===== src/rtl/abs_modulator_ctrl_if.sv =====
// Brake request, speed inputs and valve/status outputs of the ABS modulator.
// master = ABS controller side, slave = modulator.
interface abs_modulator_ctrl_if;
    localparam int unsigned SPEED_W = 8;
    localparam int unsigned CNT_W   = 8;

    logic               brake_req;
    logic [SPEED_W-1:0] wheel_speed;
    logic [SPEED_W-1:0] vehicle_speed;
    logic               valve_apply;
    logic               valve_release;
    logic               abs_active;
    logic [CNT_W-1:0]   cycle_cnt;
    logic               abs_fault;

    modport master (
        output brake_req, wheel_speed, vehicle_speed,
        input  valve_apply, valve_release, abs_active, cycle_cnt, abs_fault
    );

    modport slave (
        input  brake_req, wheel_speed, vehicle_speed,
        output valve_apply, valve_release, abs_active, cycle_cnt, abs_fault
    );
endinterface


===== src/rtl/abs_modulator_ctrl.sv =====
// ABS valve sequencer: APPLY/RELEASE/HOLD pulses limiting wheel slip while braking.
// Optional release-timeout watchdog enabled by defining ABS_WATCHDOG_EN.
module abs_modulator_ctrl #(
`ifdef ABS_WATCHDOG_EN
    parameter int unsigned FAULT_LIMIT = 3,
`endif
    parameter int unsigned SLIP_HI     = 16,
    parameter int unsigned SLIP_LO     = 6,
    parameter int unsigned MIN_SPEED   = 10,
    parameter int unsigned RELEASE_MAX = 20,
    parameter int unsigned HOLD_CYCLES = 4
) (
    input  logic                 clk,
    input  logic                 rst_n,
    abs_modulator_ctrl_if.slave  bus
);
    localparam int unsigned SPEED_W = 8;
    localparam int unsigned TMR_W   = 8;
    localparam int unsigned CNT_W   = 8;

    typedef enum logic [1:0] {
        ST_IDLE    = 2'd0,
        ST_APPLY   = 2'd1,
        ST_RELEASE = 2'd2,
        ST_HOLD    = 2'd3
    } state_t;

    state_t             state;
    state_t             state_nxt;
    logic [TMR_W-1:0]   timer;
    logic [SPEED_W-1:0] slip_c;
    logic               enter_rel_c;
    logic               rel_slip_exit_c;
    logic               rel_timeout_c;
    logic               fault;

    // Slip clamps to zero when the wheel is not slower than the vehicle
    assign slip_c = (bus.wheel_speed >= bus.vehicle_speed) ? '0
                  : SPEED_W'(bus.vehicle_speed - bus.wheel_speed);

    always_comb begin
        state_nxt       = state;
        enter_rel_c     = 1'b0;
        rel_slip_exit_c = 1'b0;
        rel_timeout_c   = 1'b0;
        if (!bus.brake_req) begin
            state_nxt = ST_IDLE;
        end else begin
            unique case (state)
                ST_IDLE: state_nxt = ST_APPLY;
                ST_APPLY: begin
                    if (slip_c > SPEED_W'(SLIP_HI) &&
                        bus.vehicle_speed >= SPEED_W'(MIN_SPEED) && !fault) begin
                        state_nxt   = ST_RELEASE;
                        enter_rel_c = 1'b1;
                    end
                end
                ST_RELEASE: begin
                    // Slip recovery wins over a coincident timeout
                    if (slip_c <= SPEED_W'(SLIP_LO)) begin
                        state_nxt       = ST_HOLD;
                        rel_slip_exit_c = 1'b1;
                    end else if (timer == TMR_W'(RELEASE_MAX - 1)) begin
                        state_nxt     = ST_HOLD;
                        rel_timeout_c = 1'b1;
                    end
                end
                ST_HOLD: begin
                    if (timer == TMR_W'(HOLD_CYCLES - 1)) state_nxt = ST_APPLY;
                end
                default: state_nxt = ST_IDLE;
            endcase
        end
    end

    // State, phase timer and registered outputs decoded from the next state
    always_ff @(posedge clk or negedge rst_n) begin
        if (!rst_n) begin
            state             <= ST_IDLE;
            timer             <= '0;
            bus.valve_apply   <= 1'b0;
            bus.valve_release <= 1'b0;
            bus.abs_active    <= 1'b0;
            bus.cycle_cnt     <= '0;
        end else begin
            state             <= state_nxt;
            timer             <= (state_nxt != state) ? '0 : TMR_W'(timer + TMR_W'(1));
            bus.valve_apply   <= (state_nxt == ST_APPLY);
            bus.valve_release <= (state_nxt == ST_RELEASE);
            if (state_nxt == ST_IDLE) begin
                bus.abs_active <= 1'b0;
                bus.cycle_cnt  <= '0;
            end else if (enter_rel_c) begin
                bus.abs_active <= 1'b1;
                if (bus.cycle_cnt != {CNT_W{1'b1}})
                    bus.cycle_cnt <= CNT_W'(bus.cycle_cnt + CNT_W'(1));
            end
        end
    end

`ifdef ABS_WATCHDOG_EN
    localparam int unsigned FCNT_W = $clog2(FAULT_LIMIT + 1);

    logic [FCNT_W-1:0] fault_cnt;

    // Consecutive release timeouts; sticky fault once the limit is reached
    always_ff @(posedge clk or negedge rst_n) begin
        if (!rst_n) begin
            fault_cnt <= '0;
            fault     <= 1'b0;
        end else begin
            if (fault_cnt >= FCNT_W'(FAULT_LIMIT)) fault <= 1'b1;
            if (rel_slip_exit_c)
                fault_cnt <= '0;
            else if (rel_timeout_c && fault_cnt < FCNT_W'(FAULT_LIMIT))
                fault_cnt <= FCNT_W'(fault_cnt + FCNT_W'(1));
        end
    end
`else
    assign fault = 1'b0;
`endif

    assign bus.abs_fault = fault;

endmodule


===== src/flat_wrapper.sv =====
// flat-port wrapper written by rule: the top's interface ports become plain ports
module abs_modulator_ctrl_flat 
#(

    parameter int unsigned SLIP_HI     = 16,
    parameter int unsigned SLIP_LO     = 6,
    parameter int unsigned MIN_SPEED   = 10,
    parameter int unsigned RELEASE_MAX = 20,
    parameter int unsigned HOLD_CYCLES = 4
)
  (clk, rst_n, bus_brake_req, bus_wheel_speed, bus_vehicle_speed, bus_valve_apply, bus_valve_release, bus_abs_active, bus_cycle_cnt, bus_abs_fault);
  abs_modulator_ctrl_if bus_i ();
  input  logic clk;
  input  logic rst_n;
  input wire logic [$bits(bus_i.brake_req)-1:0] bus_brake_req;
  input wire logic [$bits(bus_i.wheel_speed)-1:0] bus_wheel_speed;
  input wire logic [$bits(bus_i.vehicle_speed)-1:0] bus_vehicle_speed;
  output wire logic [$bits(bus_i.valve_apply)-1:0] bus_valve_apply;
  output wire logic [$bits(bus_i.valve_release)-1:0] bus_valve_release;
  output wire logic [$bits(bus_i.abs_active)-1:0] bus_abs_active;
  output wire logic [$bits(bus_i.cycle_cnt)-1:0] bus_cycle_cnt;
  output wire logic [$bits(bus_i.abs_fault)-1:0] bus_abs_fault;
  assign bus_i.brake_req = bus_brake_req;
  assign bus_i.wheel_speed = bus_wheel_speed;
  assign bus_i.vehicle_speed = bus_vehicle_speed;
  assign bus_valve_apply = bus_i.valve_apply;
  assign bus_valve_release = bus_i.valve_release;
  assign bus_abs_active = bus_i.abs_active;
  assign bus_cycle_cnt = bus_i.cycle_cnt;
  assign bus_abs_fault = bus_i.abs_fault;
  abs_modulator_ctrl #(.SLIP_HI(SLIP_HI), .SLIP_LO(SLIP_LO), .MIN_SPEED(MIN_SPEED), .RELEASE_MAX(RELEASE_MAX), .HOLD_CYCLES(HOLD_CYCLES)) u_core (.clk(clk), .rst_n(rst_n), .bus(bus_i));
endmodule

===== config.mk =====
export PLATFORM = sky130hd
export DESIGN_NAME = abs_modulator_ctrl_flat
export DESIGN_NICKNAME = d
export VERILOG_FILES = /design/src/rtl/abs_modulator_ctrl_if.sv /design/src/rtl/abs_modulator_ctrl.sv /design/src/flat_wrapper.sv
export SDC_FILE = /design/constraint.sdc
export NUM_CORES = 1
export LEC_CHECK = 0
export ABC_AREA = 1
export CAP_MARGIN = 10
export CORE_MARGIN = 10
export CORE_UTILIZATION = 54
export CTS_BUF_LIST = sky130_fd_sc_hd__clkbuf_8
export DETAILED_ROUTE_END_ITERATION = 12
export GPL_TIMING_DRIVEN = 0
export HOLD_SLACK_MARGIN = 0.03
export MAX_ROUTING_LAYER = met4
export PLACE_DENSITY = 0.9
export SETUP_SLACK_MARGIN = 0.4
export SYNTH_ARGS = -nofsm -noshare
export SYNTH_HDL_FRONTEND = slang
export SYNTH_SLANG_ARGS = --single-unit

===== constraint.sdc =====
create_clock -name clk -period 2.15 [get_ports clk]
set_clock_uncertainty 0.05 [all_clocks]
set_input_delay 0.3225 -clock clk [delete_from_list [all_inputs] [get_ports clk]]
set_output_delay 0.3225 -clock clk [all_outputs]
set_load 0.02 [all_outputs]

**After elaboration in Yosys (flattened, before gate mapping)**

Cells that the tools add are included.

- Output and inout port bits: 12
- Register bits after elaboration: 21
- Logic and storage cells: 44

- Add/subtract/negate cells: 3
- Reduce and logical (&&, ||, !) cells: 6
- Equality and inequality tests: 9
- $lt $le $gt $ge: 4
- Multiplexer cells: 16

Operators with widths:

| kind | number |
|---|---|
| 2-to-1 mux 8 bit | 5 |
| adder 8 x 1 -> 8 bit (second input constant) | 2 |
| 2-to-1 mux 2 bit | 5 |
| equality test 8 x 2 -> 1 bit (second input constant) | 1 |
| equality test 8 x 5 -> 1 bit (second input constant) | 1 |
| >= comparator 8 x 4 -> 1 bit (second input constant) | 1 |
| >= comparator 8 bit | 1 |
| greater-than comparator 8 x 5 -> 1 bit (second input constant) | 1 |
| less-or-equal comparator 8 x 3 -> 1 bit (second input constant) | 1 |
| inequality test 8 bit (second input constant) | 1 |
| case mux 2 bit (4 select lines) | 1 |
| subtractor 8 bit | 1 |
| equality test 2 bit (second input constant) | 3 |
| 2-to-1 mux 1 bit | 5 |
| equality test 2 x 1 -> 1 bit (second input constant) | 2 |
| logical NOT 2 bit | 2 |
| nonzero test 2 bit | 2 |
| inequality test 2 bit | 1 |
| AND reduction 2 bit | 1 |
| logical AND 1 bit | 1 |

**Longest topological paths before layout**

Gate-level depths: netlist (run 1).

- Word-level depth: 10
- Mapped depth: 17

**Least setup slack after synthesis (run 1)**

OpenSTA, ideal clock, no wires.

- Path type: input port to flip-flop
- From: input port bus_vehicle_speed[0]
- To: register u_core.bus.cycle_cnt[0]
- Library setup time: 130 ps
- Path slack: -26 ps
- Stages on the path: 16
- Buffers on the path: 0
- Arrival time: 1996 ps
- Data required time: 1970 ps
- Cells stage by stage: inv_1 ha_1 inv_1 fa_1 nand3_1 nand3_2 xor2_1 inv_1 nor2_1 nand2_1 nand2_2 nand2_2 o21ai_4 inv_4 nand2_2 o21ai_2

- Cells in the longest elaborated chain, start to end: 10
- Elaborated cells between the ends (all ways): 19
- Those cells by class: add/sub: 1; order compare: 4; mux: 9; reduce/logical: 5

Ends and longest elaborated chain:

| item | line | RTL |
|---|---|---|
| start, declared | flat_wrapper.sv:17 | `input wire logic [$bits(bus_i.vehicle_speed)-1:0] bus_vehicle_speed;` |
| subtractor 8 bit / >= comparator 8 bit (equally long branches) | abs_modulator_ctrl.sv:39, abs_modulator_ctrl.sv:38 |  |
| 2-to-1 mux 8 bit | abs_modulator_ctrl.sv:38 | `assign slip_c = (bus.wheel_speed >= bus.vehicle_speed) ? '0` |
| greater-than comparator 8 x 5 -> 1 bit | abs_modulator_ctrl.sv:52 | `if (slip_c > SPEED_W'(SLIP_HI) &&` |
| logical AND 1 bit | abs_modulator_ctrl.sv:52 |  |
| 2-to-1 mux 2 bit | abs_modulator_ctrl.sv:52 |  |
| case mux 2 bit (4 select lines) | abs_modulator_ctrl.sv:49 | `unique case (state)` |
| 2-to-1 mux 2 bit | abs_modulator_ctrl.sv:46 | `if (!bus.brake_req) begin` |
| logical NOT 2 bit | abs_modulator_ctrl.sv:90 | `if (state_nxt == ST_IDLE) begin` |
| nonzero test 2 bit (no line) | -- |  |
| AND reduction 2 bit (no line) | -- |  |
| end signal, assigned | abs_modulator_ctrl.sv:96 | `bus.cycle_cnt <= CNT_W'(bus.cycle_cnt + CNT_W'(1));` |
| end, declared | abs_modulator_ctrl_if.sv:23 | `output valve_apply, valve_release, abs_active, cycle_cnt, abs_fault` |

Several ways; a longest one is shown, not always the timed one.
A chain may end at the register's enable or synchronous reset.

**Final worst setup path (run 1)**

- From: input port bus_vehicle_speed[0]
- To: register u_core.bus.cycle_cnt[1]

The elaborated chain is that of the path after synthesis.

==> results of run 1 <==
## cell usage after synthesis (3+ instances only)
| cell type | number | area [sq um] |
|---|---|---|
| nor2_1 | 14 | 52.6 |
| nand2_2 | 4 | 25.0 |
| nor3_1 | 3 | 15.0 |
| nand2_1 | 60 | 225 |
| dfrtp_1 | 21 | 526 |
| nand4_1 | 7 | 43.8 |
| nor2_2 | 9 | 56.3 |
| inv_1 | 41 | 154 |
| ha_1 | 10 | 125 |
| xor2_1 | 10 | 87.6 |
| nand3_1 | 23 | 115 |
| xnor2_1 | 3 | 26.3 |
## report_power, final
group | internal, mW | switching, mW | leakage, nW | total [mW]
clock network | 0.127 | 0.121 | 0.0269 | 0.248
logic | 0.225 | 0.306 | 0.907 | 0.530
registers | 0.435 | 0.0356 | 0.286 | 0.471
## path summary, 6_finish.rpt
path / start / depth (start not counted) / slack, ps / end
max: bus_vehicle_speed[0] / 17 / -60 / u_core.bus.cycle_cnt[1]$_DFFE_PN0P_
min: bus_brake_req / 2 / 370 / u_core.bus.abs_active$_DFFE_PN0P_
max reg2reg: u_core.bus.cycle_cnt[0]$_DFFE_PN0P_ / 9 / 320 / u_core.bus.cycle_cnt[3]$_DFFE_PN0P_
min reg2reg: u_core.timer[0]$_DFF_PN0_ / 1 / 420 / u_core.timer[0]$_DFF_PN0_
max in group asynchronous: rst_n / 1 / 920 / u_core.state[0]$_DFF_PN0_
min in group asynchronous: rst_n / 1 / 540 / u_core.bus.cycle_cnt[3]$_DFFE_PN0P_
## worst reg2reg max path, cell delays in order, from the launching register on
cell     delay [ps]
dfrtp_1         490
ha_1            250
nand2_1         100
nor2_1          190
nand3_1         170
inv_1           140
o21ai_4          90
buf_6           140
nand2_1          60
nand2_1          60
## layout make-up
| class | instances | share of cell area [%] |
|---|---|---|
| multi-input combinational | 164 | 49.3 |
| sequential | 21 | 22.6 |
| timing repair buffer | 40 | 15.6 |
| inverter | 43 | 7.70 |
| clock buffer | 3 | 1.78 |
| tap | 33 | 1.78 |
| buffer | 3 | 1.02 |
| clock inverter | 1 | 0.162 |
## routing by layer
metal	routed length (um)	share of wire, %	GRT usage, %
met1	1740	39	15.8
met2	2330	52	27.0
met3	274	6.2	3.26
met4	93	2.1	3.51
met5	0	0	-
## state kept, by name, indices dropped and copies added (netlist names)
register / cells
u_core.bus.valve_release: 1
u_core.timer: 8
u_core.state: 2
u_core.bus.cycle_cnt: 8
u_core.bus.valve_apply: 1
u_core.bus.abs_active: 1
## what timing repair did
| action | in CTS | in global routing |
|---|---|---|
| setup buffers | 9 | 3 |
| pin swaps | 33 | 9 |
| gates resized for setup | 61 | 13 |
| setup endpoints to repair | 22 | 23 |
## stage by stage
step / worst slack [ps] / hold WS, ps / instance area, sq um
6_report: -57.9 / 370 / 2320
2_1_floorplan: 22.2 / -23.1 / 1690
5_1_grt: -117 / 371 / 2320
3_5_place_dp: -766 / 411 / 2020
3_3_place_gp: -732 / 411 / 2020
4_1_cts: 68.2 / 355 / 2250
## cells by family after synthesis
kind of cell | synth area share [%]
buffers and inverters | 11.1
AOI/OAI and AO/OA | 5.88
other | 0.226
and+or+nand+nor | 35.5
DFF | 31.7
adders and majority gates | 8.75
xor gates and xnor gates | 6.86
==> impl_results.md, run 1 <==
* Final core occ at 77.3%
* Finish-stage setup viols at 16
* GPL Wtd Cong at 0.887
* Fin worst setup slack at -57.9 ps
* Via Count at 1659
* Crit-path max FO at 8
* N_diodes at 0
* Initial Util at 55.2%
* Number of antenna violations at the first check in global routing at 0
* Sink Count at 21
* Worst skew pair latency at 260 ps
* # DRC at 0
* Unrepaired setup endpoints after global routing: yes
* WP buf/inv at 5
* Sequential area share after synthesis at 31.7%
* Synth Instances at 231
* First-pass GRT wire length at 6530 um
* Worst vdd ir at 0.452 mV
* Most frequent cells in the layout: nand2_1, inv_1, dfrtp_1
* Die X at 75.4 um
* Relative slew slack at a little over a third
* Clock root buffer master: clkbuf_8
* Reg area at 526 sq um
* Share of cells above drive strength 1 at between 20 and 30%
* Clock slew at reported path FFs at 80 ps
* Largest net degree at the start of global routing at 22
* CTS buffer count at 3
* Post-DP HPWL at 2770 um
* CTS Buffer Depth at 2
* Yosys reg bits at 21
* Fill cells at 197
* Netlist Area Pre-Place at 1660 sq um
* # H-tree levels at 1
* Post-route insts no fill at 308
* Gr usage total at 14.8%
* Std cell rows at 20
* Total Power at 1.25 mW
* Core area at 3000 sq um
* Antenna Nets Post-Route at 0
* Post-layout net count at 306
* Post-synth EDFFs at 0
* CTS tree: done
* CP top delay family: simple AND/OR/NAND/NOR gates
* Leading register cell type out of synthesis: dfrtp_1
* Post-route setup TNS at -517 ps
* Grt total ovfl at 0
* Starting DRC count in detailed routing at 107
* Vias in the first global route at 1523
* Die H at 75.4 um
* Max_cap viols at 0
* Syn nets at between 200 and 300
* Routed wire length at 4430 um
* Final hold vios at 0
* Post-synthesis area per instance at a little over 7 sq um
* WL per Instance at 14.4 um
* Cell breakdown of the critical path: buf_8 -> inv_12 -> ha_4 -> inv_4 -> fa_2 -> nand3_2 -> nand3_2 -> xor2_2 -> inv_1 -> nor2_1 -> nand2_1 -> nand2_2 -> nand2_4 -> o21ai_4 -> inv_4 -> nand2_1 -> nand2_1
* P_leak at 1.22 nW
* Worst Tran Pin Value at 948 ps
* Failing checks: setup timing
* Hold Crit Class: in -> reg
* Critical Path RT at 2250 ps
* Area delta synth->final at 40.0%
* Placed insts at 292
* CP arrival at 2310 ps
* Final min period at 2210 ps
* Critical Path Max Stage Delay at 380 ps
* Multi-input combinational cell area at 1140 sq um
* Setup CP Type: in -> reg
* # port buffers at 28
* Final period utilization at 103%
* CP Capture Type: flop
* Slew Viols, Final at 0
* Synth warnings at 0
* Routed vias/inst at 5.39
* Ports at 31
* Post-CTS Hold Fix Bufs at 0
* Commonest non-fill, non-tap cell in the layout: nand2_1
* PwrDens at 538 nW/um^2
* F_max at between 400 and 500 MHz
* Die area at 5690 sq um
* Worst Setup Start Kind: primary input
* Status: finished, violations left
* Netlist cell types at 33
* Initial DRT Pass Iterations at 4
* CP most frequent cell: nand2_1
* FFs w/ async S/R, synth at 100%
* Slowest CP cell: fa_2
Note: power is estimated with default switching activity, not from simulation.
==> run 2: changes to the inputs <==
ABC_AREA = default   (was 1)
CORE_UTILIZATION = 53   (was 54)
==> impl_results.md, run 2 <==
* CP arrival at 2830 ps (+520 ps)
* Via Count at 1715 (+3.4%)
* Core area at 2810 sq um (-6.6%)
* Slew Viols, Final at 0 (unchanged)
* Fill cells at 122 (-38%)
* Crit-path max FO at 8 (unchanged)
* CTS tree: done
* Synth area leader: dfrtp_1
* Worst vdd ir at 0.290 mV (-36%)
* Syn nets at 209 (-20%)
* Sequential area share after synthesis at 33.4% (+1.7 points)
* Switching Power at 0.467 mW (+1.1%)
* # port buffers at 28 (unchanged)
* Min Hold Slack at 427 ps (+56.6 ps)
* Final period utilization at 127% (+24 points)
* Std cell rows at 19 (-5.0%)
* Routed vias/inst at 6.42 (+19%)
* Critical Path RT at 2250 ps (about the same)
* Relative slew slack at 35.6% (-0.98 points)
* Cell area after layout at 2480 sq um (+7.0%)
* Antenna Nets Post-Route at 0 (unchanged)
* Post-synth top cells: dfrtp_1, nor2_1, inv_1, a21oi_1, nand2_1
* Synth Instances at 179 (-23%)
* Clock slew at reported path FFs at 80 ps (about the same)
* Pre-CTS setup slack at -1380 ps (-617 ps)
* Netlist Area Pre-Place at 1570 sq um (-5.1%)
* Worst skew pair latency at 270 ps (about the same)
* Finish-stage setup viols at 21 (+5)
* Status: finished, violations left
* Cell Area, Placed at 1960 sq um (-3.0%)
* Internal at 0.832 mW (+5.7%)
* Synth warnings at 0 (unchanged)
* Share of cells above drive strength 1 at 38.6% (+9.1 points)
* CTS Buffer Depth at 2 (unchanged)
* FFs w/ async S/R, synth at 100% (unchanged)
* Initial Util at 56.1% (+0.86 points)
* Critical Path Max Stage Delay at 550 ps (+170 ps)
* CP top delay family: compound AO/OA/AOI/OAI gates
* Sink Count at 21 (unchanged)
* WL per Instance at 21.7 um (+51%)
* P_leak at 1.10 nW (-9.6%)
* # DRC at 0 (unchanged)
* N_diodes at 0 (unchanged)
* Worst Tran Pin Value at 963 ps (+14.6 ps)
* Post-synthesis area per instance at 8.79 sq um (+22%)
* Switching share of power at 36.0% (-1.0 points)
* GPL Wtd Cong at 0.893 (+0.65%)
* Die H at 74.5 um (-1.2%)
* Post-layout net count at 267 (-13%)
* Post-CTS Hold Fix Bufs at 0 (unchanged)
* Crit path launch: bus_vehicle_speed[0]
* Cell breakdown of the critical path: buf_8 -> inv_12 -> ha_4 -> inv_2 -> fa_2 -> a211oi_4 -> nor2_2 -> xor2_1 -> or4_4 -> o311a_4 -> a41oi_4 -> nor2_1
* Gr usage total at 19.2% (+4.4 points)
* CTS buffer count at 3 (unchanged)
* Clock root buffer master: clkbuf_8
* Hold Crit Class: in -> reg
* Starting DRC count in detailed routing at 171 (+60%)
* Setup CP Type: in -> reg
* Ports at 31 (unchanged)
* Number of antenna violations at the first check in global routing at 0 (unchanged)
* Die X at 74.5 um (-1.2%)
* Leading register cell type out of synthesis: dfrtp_1
* Netlist cell types at 47 (+42%)
* R2R Path Start: u_core.timer[0]$_DFF_PN0_
* Die area at 5550 sq um (-2.5%)
* CP Capture Type: flop
* Final hold vios at 0 (unchanged)
* First-pass GRT wire length at 8160 um (+25%)
* PwrDens at 523 nW/um^2 (-2.8%)
* Top Registers: u_core.bus.cycle_cnt: 8 flops, u_core.timer: 8 flops, u_core.state: 2 flops
* Yosys reg bits at 21 (unchanged)
* Grt total ovfl at 0 (unchanged)
* Slowest CP cell: or4_4
* Routed wire length at 5790 um (+31%)
* Post-synth EDFFs at 0 (unchanged)
* Worst Setup Start Kind: primary input
* Placed insts at 238 (-18%)
* Failing checks: setup timing
* Initial DRT Pass Iterations at 4 (unchanged)
* F_max at 366 MHz (-19%)
* Clk pwr share at 21.2% (+1.4 points)
* Comb power frac at 44.7% (+2.2 points)
* Most frequent cell after synthesis: dfrtp_1
* # H-tree levels at 1 (unchanged)
* Most frequent cells in the layout: buf_4, dfrtp_1, dlygate4sd2_1
* Sequential power share at 34.1% (-3.6 points)
* WP buf/inv at 3 (-2)
* Hold Startpoint: bus_brake_req
* Area share of the largest cell type after synthesis at 33.4% (+1.7 points)
* Vias in the first global route at 1738 (+14%)
* Fin worst setup slack at -581 ps (-523 ps)
* Largest net degree at the start of global routing at 22 (unchanged)
* Unrepaired setup endpoints after global routing: yes
* Final min period at 2730 ps (+523 ps)
* Multi-input combinational cell area at 1280 sq um (+12%)
* Post-route insts no fill at 267 (-13%)
* Post-DP HPWL at 3070 um (+11%)
* Area delta synth->final at 57.9%
* Reg area at 526 sq um (unchanged)
* Top cells by area, synth: dfrtp_1, ha_1, nor2_1, a21oi_1, inv_1
* Max_cap viols at 0 (unchanged)
==> run 2: worst reg2reg max path, cell delays in order (launching register included) <==
cell,delay (ps)
dfrtp_1,420
ha_1,250
or4b_2,230
nor3_1,50
a211o_1,300
o31ai_1,620
o31ai_4,190
a41oi_4,360
nor2_1,100
==> run 2: cell families (layout without fill, tap and decap cells) <==
family | Yosys count | count (layout) | share of synthesized area (%)
AND/OR/NAND/NOR | 70 | 70 | 23.8
AO/OA/AOI/OAI | 41 | 41 | 19.4
flip-flops | 21 | 21 | 33.4
buffers and inverters | 20 | 77 | 5.25
adder cells (fa/ha/maj) | 11 | 11 | 9.22
XOR/XNOR | 11 | 11 | 6.12
multiplexers | 4 | 4 | 2.62
other | 1 | 1 | 0.238
==> run 2: stage by stage <==
stage               utilization (%)  TNS [ps]  power, mW
finish                         88.6    -10320       1.30
detailed placement             69.7    -24700      0.797
CTS                            84.1     -7870       1.19
global placement               69.7    -22780      0.778
floorplan                         -     -7240      0.681
global route                   88.6    -11640       1.35
==> run 2: power groups by stage <==
stage	registers (mW)	clock network, mW	logic (mW)
finish	0.444	0.275	0.581
global route	0.447	0.285	0.615
CTS	0.441	0.266	0.483
detailed placement	0.448	0	0.348
global placement	0.446	0	0.332
floorplan	0.456	0	0.225
==> run 2: final timing paths <==
kind	end	slack, ps	depth (start not counted)
worst min-delay path	u_core.bus.cycle_cnt[2]$_DFFE_PN0P_	430	3
worst min register to register	u_core.timer[0]$_DFF_PN0_	470	1
max in group asynchronous	u_core.timer[2]$_DFF_PN0_	940	1
worst max-delay path	u_core.timer[5]$_DFF_PN0_	-580	12
min in group asynchronous	u_core.bus.cycle_cnt[0]$_DFFE_PN0P_	530	1
worst max register to register	u_core.timer[5]$_DFF_PN0_	-560	8
==> run 2: cell type report <==
cell class	instances	share of cell area (%)
multi-input combinational	138	51.6
tap	31	1.56
timing repair buffer	53	19.7
inverter	15	2.77
clock inverter	1	0.201
clock buffer	3	1.66
buffer	5	1.36
sequential	21	21.1
==> run 2: layer usage <==
layer	up-vias	wire (um)	GRT usage [%]
met1	818	2180	20.7
met2	111	2900	33.3
li1	750	-	-
met5	-	0	-
met4	0	331	10.7
met3	36	382	2.53
==> run 2: timing repair <==
item | in CTS | in global routing
pin swaps | 39 | 18
resized for setup | 75 | 19
setup endpoints to repair | 21 | 25
buffers inserted | 19 | 6
